<file path="src/rtl/rv_bus_defs.sv">
// Shared definitions for the IF/MEM memory bus arbiter.
// Build option BUS_TIMEOUT_EN enables the bus watchdog.
package rv_bus_defs;

    typedef enum logic [1:0] {
        ST_IDLE  = 2'd0,
        ST_DATA  = 2'd1,
        ST_FETCH = 2'd2
    } bus_state_e;

    localparam logic [3:0] BE_WORD = 4'hF;

endpackage

</file>
<file path="src/rtl/bus_timeout_cnt.sv">
// Watchdog wait counter for the memory bus arbiter.
// Used only when BUS_TIMEOUT_EN is defined.
module bus_timeout_cnt #(
    parameter int unsigned TIMEOUT_CYCLES = 255
) (
    input  logic clk,
    input  logic reset_n,
    input  logic i_clr,
    input  logic i_en,
    output logic o_tc
);

    logic [15:0] r_cnt;

    always_ff @(posedge clk or negedge reset_n) begin
        if (!reset_n) begin
            r_cnt <= 16'd0;
        end else if (i_clr) begin
            r_cnt <= 16'd0;
        end else if (i_en) begin
            r_cnt <= r_cnt + 16'd1;
        end
    end

    // Asserted on the wait cycle whose increment reaches the limit
    assign o_tc = i_en && (r_cnt == 16'(TIMEOUT_CYCLES - 1));

endmodule

</file>
<file path="src/rtl/mem_bus_arbiter.sv">
// Arbitrates the external memory bus between fetch and data, data first.
// Define BUS_TIMEOUT_EN to add a watchdog on missing bus_ack.
module mem_bus_arbiter
    import rv_bus_defs::*;
#(
    parameter int unsigned TIMEOUT_CYCLES = 255
) (
    input  logic        clk,
    input  logic        reset_n,
    input  logic        if_req,
    input  logic [31:0] if_addr,
    output logic [31:0] if_rdata,
    output logic        if_ready,
    input  logic        dm_req,
    input  logic        dm_we,
    input  logic [31:0] dm_addr,
    input  logic [31:0] dm_wdata,
    input  logic [3:0]  dm_be,
    output logic [31:0] dm_rdata,
    output logic        dm_ready,
    output logic        bus_req,
    output logic        bus_we,
    output logic [31:0] bus_addr,
    output logic [31:0] bus_wdata,
    output logic [3:0]  bus_be,
    input  logic        bus_ack,
    input  logic [31:0] bus_rdata,
    output logic        bus_err
);

    bus_state_e  r_state;
    logic        r_bus_req;
    logic        r_bus_we;
    logic [31:0] r_bus_addr;
    logic [31:0] r_bus_wdata;
    logic [3:0]  r_bus_be;
    logic [31:0] r_if_rdata;
    logic        r_if_ready;
    logic [31:0] r_dm_rdata;
    logic        r_dm_ready;
    logic        r_bus_err;

    logic        w_busy;
    logic        w_tc;
    logic        w_done;
    logic        w_dm_elig;
    logic        w_if_elig;
    logic [31:0] w_rdata;

    assign w_busy    = (r_state != ST_IDLE);
    // A request held through its own ready cycle is already served
    assign w_dm_elig = dm_req && !r_dm_ready;
    assign w_if_elig = if_req && !r_if_ready;

`ifdef BUS_TIMEOUT_EN
    bus_timeout_cnt #(
        .TIMEOUT_CYCLES(TIMEOUT_CYCLES)
    ) u_wdog (
        .clk    (clk),
        .reset_n(reset_n),
        .i_clr  (!w_busy),
        .i_en   (w_busy && !bus_ack),
        .o_tc   (w_tc)
    );
`else
    // Unbounded wait: the limit is never reachable in range
    assign w_tc = (TIMEOUT_CYCLES == 0) && w_busy && !bus_ack;
`endif

    assign w_done  = bus_ack || w_tc;
    assign w_rdata = bus_ack ? bus_rdata : 32'h0;

    always_ff @(posedge clk or negedge reset_n) begin
        if (!reset_n) begin
            r_state     <= ST_IDLE;
            r_bus_req   <= 1'b0;
            r_bus_we    <= 1'b0;
            r_bus_addr  <= 32'h0;
            r_bus_wdata <= 32'h0;
            r_bus_be    <= 4'h0;
            r_if_rdata  <= 32'h0;
            r_if_ready  <= 1'b0;
            r_dm_rdata  <= 32'h0;
            r_dm_ready  <= 1'b0;
            r_bus_err   <= 1'b0;
        end else begin
            r_if_ready <= 1'b0;
            r_dm_ready <= 1'b0;
            r_bus_err  <= 1'b0;
            unique case (r_state)
                ST_IDLE: begin
                    if (w_dm_elig) begin
                        r_state     <= ST_DATA;
                        r_bus_req   <= 1'b1;
                        r_bus_we    <= dm_we;
                        r_bus_addr  <= dm_addr;
                        r_bus_wdata <= dm_wdata;
                        r_bus_be    <= dm_be;
                    end else if (w_if_elig) begin
                        r_state    <= ST_FETCH;
                        r_bus_req  <= 1'b1;
                        r_bus_we   <= 1'b0;
                        r_bus_addr <= if_addr;
                        r_bus_be   <= BE_WORD;
                    end
                end
                ST_DATA: begin
                    if (w_done) begin
                        r_state    <= ST_IDLE;
                        r_bus_req  <= 1'b0;
                        r_dm_rdata <= w_rdata;
                        r_dm_ready <= 1'b1;
                        r_bus_err  <= !bus_ack;
                    end
                end
                ST_FETCH: begin
                    if (w_done) begin
                        r_state    <= ST_IDLE;
                        r_bus_req  <= 1'b0;
                        r_if_rdata <= w_rdata;
                        r_if_ready <= 1'b1;
                        r_bus_err  <= !bus_ack;
                    end
                end
                default: begin
                    r_state   <= ST_IDLE;
                    r_bus_req <= 1'b0;
                end
            endcase
        end
    end

    assign bus_req   = r_bus_req;
    assign bus_we    = r_bus_we;
    assign bus_addr  = r_bus_addr;
    assign bus_wdata = r_bus_wdata;
    assign bus_be    = r_bus_be;
    assign if_rdata  = r_if_rdata;
    assign if_ready  = r_if_ready;
    assign dm_rdata  = r_dm_rdata;
    assign dm_ready  = r_dm_ready;
`ifdef BUS_TIMEOUT_EN
    assign bus_err   = r_bus_err;
`else
    assign bus_err   = 1'b0;
`endif

endmodule

</file>
<file path="config.mk">
export PLATFORM = sky130hd
export DESIGN_NAME = mem_bus_arbiter
export DESIGN_NICKNAME = d
export VERILOG_FILES = /design/src/rtl/rv_bus_defs.sv /design/src/rtl/bus_timeout_cnt.sv /design/src/rtl/mem_bus_arbiter.sv
export SDC_FILE = /design/constraint.sdc
export NUM_CORES = 1
export LEC_CHECK = 0
export ABC_AREA = 1
export ABC_CLOCK_PERIOD_IN_PS = 2100
export CORE_ASPECT_RATIO = 0.5
export CORE_MARGIN = 5
export CORE_UTILIZATION = 44
export DETAILED_ROUTE_END_ITERATION = 10
export MAX_ROUTING_LAYER = met4
export PLACE_DENSITY = 0.9
export SLEW_MARGIN = 25
export SYNTH_ARGS = -nofsm -noshare
export SYNTH_HDL_FRONTEND = slang
export SYNTH_HIERARCHICAL = 1
export SYNTH_SLANG_ARGS = --single-unit
</file>
<file path="constraint.sdc">
create_clock -name clk -period 2.1 [get_ports clk]
set_input_delay 0.42 -clock clk [delete_from_list [all_inputs] [get_ports clk]]
set_output_delay 0.42 -clock clk [all_outputs]
set_load 0.01 [all_outputs]
</file>
==> reports/qor.csv <==
metric,value,unit
rr_endpoint,bus_addr[13]$_DFFE_PN0P_,
via_per_inst,4.89,
synthCells,673,
critPathMaxFanout,2,
drt-total-wl,18.1,mm
synthTopCellsByArea,"dfrtp_1, nand2_1, nand3_1",
core_region_area,12800,sq um
setup_viol,0,
relSlewSlack,0.612,
internal_power,8.76,mW
reg2reg_depth,6,
tightest_slew,0.582,ns
initial_core_util,0.456,
drv_cap,0,
syn_area,5840,sq um
area_growth,59.5,%
synth_warnings,6,
cp-start-kind,register,
antenna_found_initial,0,
synth-seq-area-share,0.592,
ant_nets,0,
grt_max_degree,66,
violations,negative hold slack,
outcome,"complete, but fails checks",
r2r-start,dm_ready$_DFF_PN0_,
p_seq_frac,0.343,
die_w,173,microns
hold_class,input port to asynchronous set/reset pin,
dp_hpwl,13.5,mm
gp_congestion,0.830,
yosysTopAreaCell,dfrtp_1,
cts_resized,0,
ys_ff_latch,138,
p_comb_frac,0.432,
grt_pass1_vias,5648,
p_clk_frac,0.225,
clock_skew,0.00702,ns
hold_violations,4,
whs,-0.0188,ns
die_h,91.4,microns
critPathRequiredTime,1.68,ns
grt_usage,0.236,
clock_latency,0.40,ns
end_kind,primary output,
worst_path_largest_cell_delay,0.58,ns
cts_setup_buffers,0,
final_nets,1080,
drt_first_pass_iters,5,
boundaryPins,275,
synthesis.nets,814,
io_buffers,273,
rrSetupSlack,0.58,ns
max-vdd-ir-drop,0.845,mV
worst_path_dominant_cell_family,buffers and inverters,
grt_pass1_wl,29.4,mm
htree_levels,4,
leakagePower,4.57,nW
n_antenna_cell,0,
rows,29,
final.setup.tns,0,ns
crit_path_cell_trace,clkdlybuf4s50_1,
report.final.slew_viol_count,0,
arrival,1.38,ns
synth.top_cell.area_share,0.592,
switchingPower,4.70,mW
fmax,555,MHz
drt-wirelength-per-cell,16.1,microns
vias,5477,
critPathBufInv,1,
cts_root_buffer,clkbuf_16,
numCtsBuffers,17,
die-area,15800,sq um
syn_area_per_cell,8.67,sq um
crit_path_start,bus_addr[6]$_DFFE_PN0P_,
drc,0,
finalCritPeriodShare,0.858,
hold_buffers,0,
drive_gt1_frac,0.0620,
cts_tree,yes,
switching_share,0.349,
rsz0062_at_grt,false,
synthDistinctLibCells,19,
first_iter_violations,311,
fin_crit,1.80,ns
cts.sinks,138,
cts_buffer_depth,2,
grt.overflow.total,0,
p_per_area,1450,nW/um^2
clkTransAtPathRegs,0.06,ns
slowest_stage,clkdlybuf4s50_1,
worst-setup-path-type,register to primary output,
metrics by stage:
step | utilization | instances | worst slack (ns) | cell area, sq um | total power [mW]
after CTS | 0.727 | 1121 | 0.280 | 9310 | 13.6
final | 0.727 | 1121 | 0.297 | 9310 | 13.5
after detailed placement | 0.680 | 1090 | 0.231 | 8710 | 10.5
after global placement | 0.680 | 1090 | 0.287 | 8710 | 10.3
after floorplan | - | 673 | 0.804 | 5840 | 7.07
after global routing | 0.727 | 1121 | 0.268 | 9310 | 14.3
power groups by stage:
stage	registers, mW	clock network, mW	logic [mW]
2_1_floorplan	5.10	0	1.97
3_3_place_gp	4.57	0	5.70
3_5_place_dp	4.61	0	5.87
4_1_cts	4.61	3.08	5.89
5_1_grt	4.78	3.22	6.31
6_report	4.62	3.03	5.81
Yosys cell counts:
cell	n
nand2_1	303
dfrtp_1	138
nand3_1	66
o21ai_0	64
inv_1	42
buf_2	21
buf_6	7
clkbuf_1	6
buf_4	5
a21oi_2	4
nor2_1	4
ha_1	3
nand2_8	3
buf_1	2
conb_1	1
inv_2	1
inv_4	1
nand3_4	1
nand4_1	1
logic make-up (layout without fill, tap and decap cells):
group | count (synthesis) | after routing | share of synthesized area
compound gates | 68 | 68 | 0.0609
simple gates | 378 | 378 | 0.268
buf+inv | 85 | 363 | 0.0718
fa+ha+maj | 3 | 3 | 0.00643
other cells | 1 | 1 | 0.000643
flops | 138 | 138 | 0.592
routing by layer:
layer | GRT usage | share of wire | vias to the layer above
met4 | 0.105 | 0.038 | 0
met5 | - | 0 | -
met2 | 0.407 | 0.52 | 185
met3 | 0.0432 | 0.044 | 53
met1 | 0.272 | 0.40 | 2603
li1 | - | - | 2636
worst max-delay path by stage:
stage,to,slack [ns],cells past startpoint
4_1_cts,bus_addr[6],0.28,1
2_1_floorplan,bus_wdata[10]$_DFFE_PN0P_,0.80,7
3_5_place_dp,bus_addr[17]$_DFFE_PN0P_,0.23,7
5_1_grt,bus_addr[6],0.27,1
3_3_place_gp,bus_addr[28]$_DFFE_PN0P_,0.29,7
6_report,bus_addr[6],0.30,1
registers in the layout (all words and copies together) (netlist names):
signal,flops
bus_be,4
dm_ready,1
if_ready,1
bus_we,1
if_rdata,32
dm_rdata,32
bus_wdata,32
bus_req,1
bus_addr,32
r_state,2
cells in the final DEF (no fill, tap or decap), types with 3 or more instances in the layout:
cell             Yosys  final
ha_1                 3      3
buf_12               0      5
nand3_1             66     66
clkinv_2             0      3
dfrtp_1            138    138
nor2_1               4      4
buf_4                5     10
bufinv_16            0      3
a21oi_2              4      4
clkinvlp_4           0      3
o21ai_0             64     64
clkinv_4             0      3
nand2_8              3      3
nand2_1            303    301
clkbuf_16            0     17
inv_1               42     42
clkdlybuf4s50_1      0    272
area by class of cell:
type                       instances  area [sq um]
timing repair buffer             288          2910
multi-input combinational        450          1970
inverter                          44           168
tap                              170           213
sequential                       138          3450
clock buffer                      17           425
fill                             899          3500
clock inverter                    14           174
(Power assumes the default switching activity.)
